File: src/rtl/uart_tx.sv
// Purpose : UART transmitter; serialises one byte as start, DATA_BITS LSB-first, optional parity, 1/2 stop bits.
// Latency : tx drops on the accepting edge; done pulses N*divisor clocks later (N = frame bits).
// Backpr. : ready=1 only when idle; start while busy is dropped, never queued.
//
// Ports:
//   clock      - system clock, rising edge
//   rst        - synchronous active-low reset
//   baudRate   - 00=2400, 01=4800, 10=9600, 11=19200 b/s
//   parityMode - 00/11 none, 01 even, 10 odd
//   twoStop    - 1 = two stop bits
//   dataIn     - byte to send, latched on acceptance
//   start      - send request, accepted when ready=1
//   tx         - registered serial line, idles high
//   ready      - idle, next start will be accepted
//   done       - one-cycle pulse as the frame completes
module uart_tx #(
    parameter int CLK_FREQ  = 50000000,
    parameter int DATA_BITS = 8
) (
    input  logic                 clock,
    input  logic                 rst,
    input  logic [1:0]           baudRate,
    input  logic [1:0]           parityMode,
    input  logic                 twoStop,
    input  logic [DATA_BITS-1:0] dataIn,
    input  logic                 start,
    output logic                 tx,
    output logic                 ready,
    output logic                 done
);

    // Clocks per bit, rounded to nearest.
    localparam int DIV_2400  = (CLK_FREQ + 1200) / 2400;
    localparam int DIV_4800  = (CLK_FREQ + 2400) / 4800;
    localparam int DIV_9600  = (CLK_FREQ + 4800) / 9600;
    localparam int DIV_19200 = (CLK_FREQ + 9600) / 19200;

    // Slowest rate sets the counter width; never narrower than 15 bits.
    localparam int CNT_W = ($clog2(DIV_2400) > 15) ? $clog2(DIV_2400) : 15;
    localparam int IDX_W = (DATA_BITS > 1) ? $clog2(DATA_BITS) : 1;

    typedef logic [CNT_W-1:0] cnt_t;

    // Frame configuration captured at acceptance.
    typedef struct packed {
        cnt_t div_m1;
        logic par_en;
        logic par_bit;
        logic two_stop;
    } cfg_t;

    typedef enum logic [2:0] {
        IDLE,
        START,
        DATA,
        PARITY,
        STOP1,
        STOP2
    } state_t;

    state_t               state;
    cfg_t                 cfg;
    cnt_t                 cnt;
    logic [IDX_W-1:0]     bit_idx;
    logic [DATA_BITS-1:0] shreg;

    function automatic cnt_t div_m1_of(input logic [1:0] code);
        cnt_t d;
        case (code)
            2'b00:   d = cnt_t'(DIV_2400 - 1);
            2'b01:   d = cnt_t'(DIV_4800 - 1);
            2'b10:   d = cnt_t'(DIV_9600 - 1);
            default: d = cnt_t'(DIV_19200 - 1);
        endcase
        return d;
    endfunction

    always_ff @(posedge clock) begin
        if (!rst) begin
            state   <= IDLE;
            cfg     <= '0;
            cnt     <= '0;
            bit_idx <= '0;
            shreg   <= '0;
            tx      <= 1'b1;
            ready   <= 1'b1;
            done    <= 1'b0;
        end else begin
            done <= 1'b0;
            if (state == IDLE) begin
                // ready is high whenever the FSM is idle, so start alone qualifies.
                if (start) begin
                    cfg.div_m1   <= div_m1_of(baudRate);
                    cfg.par_en   <= (parityMode == 2'b01) || (parityMode == 2'b10);
                    // Odd parity is the inverted XOR of the payload.
                    cfg.par_bit  <= (^dataIn) ^ (parityMode == 2'b10);
                    cfg.two_stop <= twoStop;
                    shreg        <= dataIn;
                    cnt          <= div_m1_of(baudRate);
                    tx           <= 1'b0;
                    ready        <= 1'b0;
                    state        <= START;
                end
            end else if (cnt != '0) begin
                cnt <= cnt - cnt_t'(1);
            end else begin
                // Bit period over: reload and present the next bit.
                cnt <= cfg.div_m1;
                case (state)
                    START: begin
                        tx      <= shreg[0];
                        shreg   <= shreg >> 1;
                        bit_idx <= '0;
                        state   <= DATA;
                    end
                    DATA: begin
                        if (bit_idx == IDX_W'(DATA_BITS - 1)) begin
                            if (cfg.par_en) begin
                                tx    <= cfg.par_bit;
                                state <= PARITY;
                            end else begin
                                tx    <= 1'b1;
                                state <= STOP1;
                            end
                        end else begin
                            tx      <= shreg[0];
                            shreg   <= shreg >> 1;
                            bit_idx <= bit_idx + IDX_W'(1);
                        end
                    end
                    PARITY: begin
                        tx    <= 1'b1;
                        state <= STOP1;
                    end
                    STOP1: begin
                        if (cfg.two_stop) begin
                            state <= STOP2;
                        end else begin
                            state <= IDLE;
                            ready <= 1'b1;
                            done  <= 1'b1;
                        end
                    end
                    default: begin
                        // STOP2 (and any unreachable encoding) ends the frame.
                        tx    <= 1'b1;
                        state <= IDLE;
                        ready <= 1'b1;
                        done  <= 1'b1;
                    end
                endcase
            end
        end
    end

endmodule
File: config.mk
export PLATFORM = sky130hd
export DESIGN_NAME = uart_tx
export DESIGN_NICKNAME = d
export VERILOG_FILES = /design/src/rtl/uart_tx.sv
export SDC_FILE = /design/constraint.sdc
export NUM_CORES = 1
export LEC_CHECK = 0
export ABC_CLOCK_PERIOD_IN_PS = 2500
export CELL_PAD_IN_SITES_DETAIL_PLACEMENT = 1
export CELL_PAD_IN_SITES_GLOBAL_PLACEMENT = 2
export CORE_MARGIN = 2
export CORE_UTILIZATION = 35
export DETAILED_ROUTE_END_ITERATION = 10
export GPL_TIMING_DRIVEN = 1
export PLACE_DENSITY = 0.89
export SYNTH_ARGS = -nofsm -noshare
export SYNTH_HDL_FRONTEND = slang
export SYNTH_SLANG_ARGS = --single-unit
File: constraint.sdc
create_clock -name clock -period 2.5 [get_ports clock]
set_input_delay 0.375 -clock clock [delete_from_list [all_inputs] [get_ports clock]]
set_output_delay 0.375 -clock clock [all_outputs]
set_load 0.01 [all_outputs]
; ---- Word-level counts from Yosys, hierarchy flattened
; Index checks and enable logic that the tools add are counted.
; Widths: inputs -> output; s select.
[totals]
reg_bits = 50
in_bits = 16
word_cells = 79
out_inout_bits = 3
[classes]
eq_ne = 17
n_reduce_logical = 15
bitwise = 4
muxes = 30
add_sub_neg = 2
[ops]
columns = cell, count
row1 = $mux 15, 3
row2 = $pmux 15 s3, 1
row3 = $mux 8, 4
row4 = $mux 3, 7
row5 = $pmux 8 s2, 1
row6 = $reduce_bool 15->1, 1
row7 = $sub 15x1->15 const B, 1
row8 = $pmux 3 s4, 1
row9 = $reduce_and 4->1, 3
row10 = $mux 1, 9
row11 = $ne 3x3->1 const B, 3
row12 = $ne 2x2->1 const B, 4
row13 = $reduce_xor 8->1, 1
row14 = $eq 3x2->1 const B, 2
row15 = $eq 3x3->1 const B, 2
row16 = $pmux 3 s2, 1
row17 = $reduce_and 3->1, 2
row18 = $reduce_or 3->1, 2
row19 = $eq 2x1->1 const B, 2
row20 = $eq 2x2->1 const B, 2
row21 = $pmux 1 s2, 2
row22 = $add 3x1->3 const B, 1
row23 = $eq 3x1->1 const B, 1
row24 = $logic_not 3->1, 1
row25 = other kinds (9), 11

; ---- Longest topological paths before layout
[depth]
depth_word = 5
mapped_depth = 8
mapped_depth_nobuf = 7

; ---- Worst setup path after synthesis
; No wires, ideal clock.
[synth_timing]
path_type = flip-flop to flip-flop
start = register cnt[0]
end = register cnt[3]
arrival_time_ps = 1851
path_buffers = 0
setup_time_ps = 120
path_slack_ps = 529
synth_period_minus_slack_ps = 1971
path_stages_with_launch = 8
required_ps = 2380
path_cell_list = dfxtp_1 inv_1 ha_1 or3b_1 nor4_4 nor3_1 o21a_1 o31a_1
[synth_via]
elab_chain_cells = 3
word_cells_on_any_way = 4
classes_between = add/sub (1) / mux (2) / reduce/logical (1)
[synth_rtl]
columns = element, line_no
row1 = "start, declared", 63  ; cnt_t cnt;
row2 = "start signal, assigned", 99  ; cnt <= div_m1_of(baudRate);
row3 = "start signal, assigned", 105  ; cnt <= cnt - cnt_t'(1);
row4 = "start signal, assigned", 108  ; cnt <= cfg.div_m1;
row5 = $sub 15x1->15 / $reduce_bool 15->1 (equally long branches), "105, 104"
row6 = $mux 15 (*), 104  ; end else if (cnt != '0) begin
row7 = $mux 15 (*), 90  ; if (state == IDLE) begin
; Mark *: on every way between the ends. The rest lies on a longest branch, timed or not.
; A chain may end at the register's enable or synchronous reset.

; ---- Final worst setup path
[layout_timing]
start = register cnt[0]
end = register shreg[5]
[layout_via]
elab_chain_cells = 3
[layout_rtl]
columns = element, line_no
row1 = $reduce_bool 15->1, 104
row2 = $ne 2x2->1 (no source line), n/a
row3 = $reduce_and 4->1 (no source line), n/a
row4 = "end signal, assigned", 98  ; shreg <= dataIn;
row5 = "end signal, assigned", 112  ; shreg <= shreg >> 1;
row6 = "end signal, assigned", 127  ; shreg <= shreg >> 1;
row7 = "end, declared", 65  ; logic [DATA_BITS-1:0] shreg;
; Every way passes these cells.

==> metrics.sh <==
INITIAL_UTILIZATION_PCT=36.4
CLOCK_PATH_BUFFERS=2
GRT_SETUP_UNREPAIRED='false'
YOSYSWARNINGCOUNT=0
ROUTE.DETAILED.WL_PER_INST_UM=17.4
LAYOUT.FILLER_CELLS=855
SLEW_HEADROOM_PCT=56.1
PEAKVDDDROP_uV=449
VIA_PER_INST=5.62
SYNTH.CELL_AREA_UM2=2500
CLOCK-SINKS=44
SYNTHCELLS=314
DIEAREA_UM2=7840
MAX_SLEW.WORST_PIN.SLEW_NS=0.655
WORSTSETUPENDPOINT='shreg[5]$_SDFFE_PN0P_'
CRITPATHMAXFANOUT=8
CRITICAL_PATH_REQUIRED_NS=2.66
GRT_FIRST_PASS_WIRELENGTH_MM=12.4
PLACED_CELLS=431
CTS_MADE_BUFFERS=5
SYNTH_COMMON_CELLS='sky130_fd_sc_hd__nand2_1, sky130_fd_sc_hd__dfxtp_1, sky130_fd_sc_hd__a21oi_1, sky130_fd_sc_hd__nor2_1, sky130_fd_sc_hd__nor3_1'
DESIGN.PORTCOUNT=19
ROUTED_WL_MM=7.61
GLOBAL_ROUTE.USAGE.TOTAL_PCT=20.7
H-TREE-DEPTH=2
DETAIL_ROUTE.DRC_VIOLATIONS=0
POSTCTSSETUPREPAIRBUFS=0
HOLDCRITPATHCLASS='reg2reg'
FIRST_GLOBAL_VIAS=2486
SYNTH.AVG_CELL_AREA_UM2=7.97
SYNTH-SEQ-CELLS=44
POSTSYNTH.TOPFLOPCELL='sky130_fd_sc_hd__dfxtp_1'
SLEW_VIOLATIONS=0
CRIT_START='cnt[0]$_SDFFE_PN0P_'
MIN_PERIOD_NS=2.28
AREA.GROWTH.SYNTH_TO_FINAL_PCT=19.0
LAYOUT-DRIVE-GT1-SHARE_PCT=9.97
SYNTH_TOP_CELL_AREA_SHARE_PCT=35.2
CRITPATHCAPTURETYPE='flop'
FIN_WORST_SKEW_NS=0.00690
CTS.HOLD.BUFFERS_ADDED=0
REGISTER_AREA_SHARE_AFTER_SYNTHESIS_PCT=35.2
CLKTRANSATPATHREGS_NS=0.08
PLACED_CELL_AREA_UM2=2880
SETUP_TNS_NS=0
FINAL-SEQ-AREA_UM2=881
DETAIL-ROUTE-ANTENNA-NETS=0
YOSYS.AREA.TOP_TYPE='sky130_fd_sc_hd__dfxtp_1'
FIN_WORST_HOLD_SLACK_NS=0.459
POST_CTS_SIZING=0
REGTOREGSTARTPOINT='cnt[0]$_SDFFE_PN0P_'
TIMING.MAX_CAP.VIOLATIONS=0
TOTAL_HALF_PERIMETER_WIRELENGTH_AFTER_LEGALIZATION_AND_DETAILED_PLACEMENT_MM=5.77
NUM_ROWS=30
CORE_AREA_UM2=6870
SYNTH.MOST_COMMON_CELL='sky130_fd_sc_hd__nand2_1'
MULTI_INPUT_AREA_UM2=1520
TRITONCTS_CLOCK_TREE='built'
CLOCK-ROOT-BUFFER='sky130_fd_sc_hd__clkbuf_8'
POSTSYNTHNETCOUNT=340
NUMBER_OF_SYNTHESIZED_FLOPS_WITH_AN_ENABLE_PIN=0
CRIT-REG2REG-CAPTURE='shreg[5]$_SDFFE_PN0P_'
LEAKAGE_nW=1.15
WORSTSKEWPAIRLATENCY_NS=0.30
PLACEMENT.IO_BUFFERS=18
FF2FF_SETUP_SLACK_NS=0.22
CRIT_PATH_START_KIND='flop'
DETAILEDPLACE.WORSTSLACK_NS=0.288
DRTPASS1ITERATIONS=4
MAX_FREQ_GHz=0.439
SYNTH_AREA_LEADERS='sky130_fd_sc_hd__dfxtp_1, sky130_fd_sc_hd__nand2_1, sky130_fd_sc_hd__a21oi_1, sky130_fd_sc_hd__ha_1, sky130_fd_sc_hd__nor2_1'
TOTAL_POWER_AFTER_LAYOUT_mW=4.16
CRIT_TYPE='reg2reg'
SETUP_WS_NS=0.225
GLOBAL_ROUTE.OVERFLOW_TOTAL=0
FINAL.PERIOD_UTILIZATION_PCT=91.0
LAYOUT.CELLS.NON_FILLER=437
SETUP_VIOL_COUNT_FINAL=0
WORSTREGTOREGCELLS=8
YS_ASYNC_RST_SHARE_PCT=0
FINISH.INSTANCE_AREA_UM2=2980
PWR_DENSITY_CELL_nW_PER_UM2=1400
FINAL_HOLD_VIOL_COUNT=0
ANTENNA_FOUND_INITIAL=0
DRT_ITER0_MARKERS=131
TIMING.CRITICAL_PATH.ARRIVAL_NS=2.43
YOSYS.CELL_TYPES.COUNT=50
GRT_MAX_DEGREE=29
STATUS='complete, no violations'
DIE_W_UM=88.5
NUM-NETS-FINAL=368
VIAS=2455
NUM_ANTENNA_CELLS=0
FLOORPLAN.DIE.HEIGHT_UM=88.5
WEIGHTED_CONGESTION_AT_THE_END_OF_ROUTABILITY_DRIVEN_GLOBAL_PLACEMENT=0.822
FIN_UTIL_PCT=43.3
==> layout make-up <==
type                            instances  share of cell area [%]
Tap cell                               96                    4.04
Clock buffer                            5                    2.31
Multi-Input combinational cell        246                    51.2
Sequential cell                        44                    29.6
Clock inverter                          1                    1.01
Timing Repair Buffer                   37                    10.8
Inverter                                8                    1.01
==> metal layers <==
metal,vias to the layer above,part of all wire (%),GRT usage (%)
met5,-,0,0
met4,0,1.4,6.75
met3,8,5.3,3.82
met2,52,47,34.0
met1,1204,46,27.4
li1,1191,-,-
==> layout by cell type (no fill, tap or decap), drive strengths merged, types with 7 or more instances in the layout <==
cell	synthesis	final
clkdlybuf4s50	0	18
ha	10	10
a31oi	7	7
nand3	9	9
o31a	8	8
a311oi	7	7
nand2	49	49
a21oi	32	32
inv	8	8
nor3	16	16
dfxtp	44	44
o21ai	9	9
nor2	29	29
buf	3	19
==> critical path: stages, from the launching register on <==
cell	delay, ns
sky130_fd_sc_hd__dfxtp_1	0.34
sky130_fd_sc_hd__inv_1	0.12
sky130_fd_sc_hd__ha_1	0.18
sky130_fd_sc_hd__nor3b_1	0.42
sky130_fd_sc_hd__nand4_1	0.24
sky130_fd_sc_hd__buf_4	0.22
sky130_fd_sc_hd__o21ai_2	0.12
sky130_fd_sc_hd__and2_1	0.34
sky130_fd_sc_hd__a311oi_1	0.15
==> sequential cells by signal, indices dropped and copies added, names as in the netlist <==
name,cells
state,3
shreg,8
done,1
cnt,15
tx,1
ready,1
cfg,12
bit_idx,3
==> power by group <==
part	leakage, nW	switching, mW	internal [mW]	total (mW)
sequential	0.361	0.250	0.921	1.17
combinational	0.737	1.48	0.981	2.46
clock	0.0501	0.248	0.287	0.535
==> cell families after synthesis <==
group / Yosys count / synth area share [%]
buf+inv: 24 / 3.85
simple gates: 135 / 27.4
xor+xnor: 9 / 3.70
flops: 44 / 35.2
fa+ha+maj: 10 / 5.00
compound gates: 89 / 23.6
mux: 3 / 1.20
==> worst min-delay path by stage <==
stage	slack [ns]	startpoint	endpoint	cells after the start
6_report	0.46	cfg[12]$_SDFFE_PN0P_	cfg[12]$_SDFFE_PN0P_	2
4_1_cts	0.46	cfg[12]$_SDFFE_PN0P_	cfg[12]$_SDFFE_PN0P_	2
2_1_floorplan	0.43	cfg[1]$_SDFFE_PN0P_	cfg[1]$_SDFFE_PN0P_	2
3_5_place_dp	0.45	cfg[12]$_SDFFE_PN0P_	cfg[12]$_SDFFE_PN0P_	2
5_1_grt	0.49	shreg[7]$_SDFFE_PN0P_	shreg[7]$_SDFFE_PN0P_	2
3_3_place_gp	0.44	cfg[1]$_SDFFE_PN0P_	cfg[1]$_SDFFE_PN0P_	2
Power figures use the tool's default switching activity.
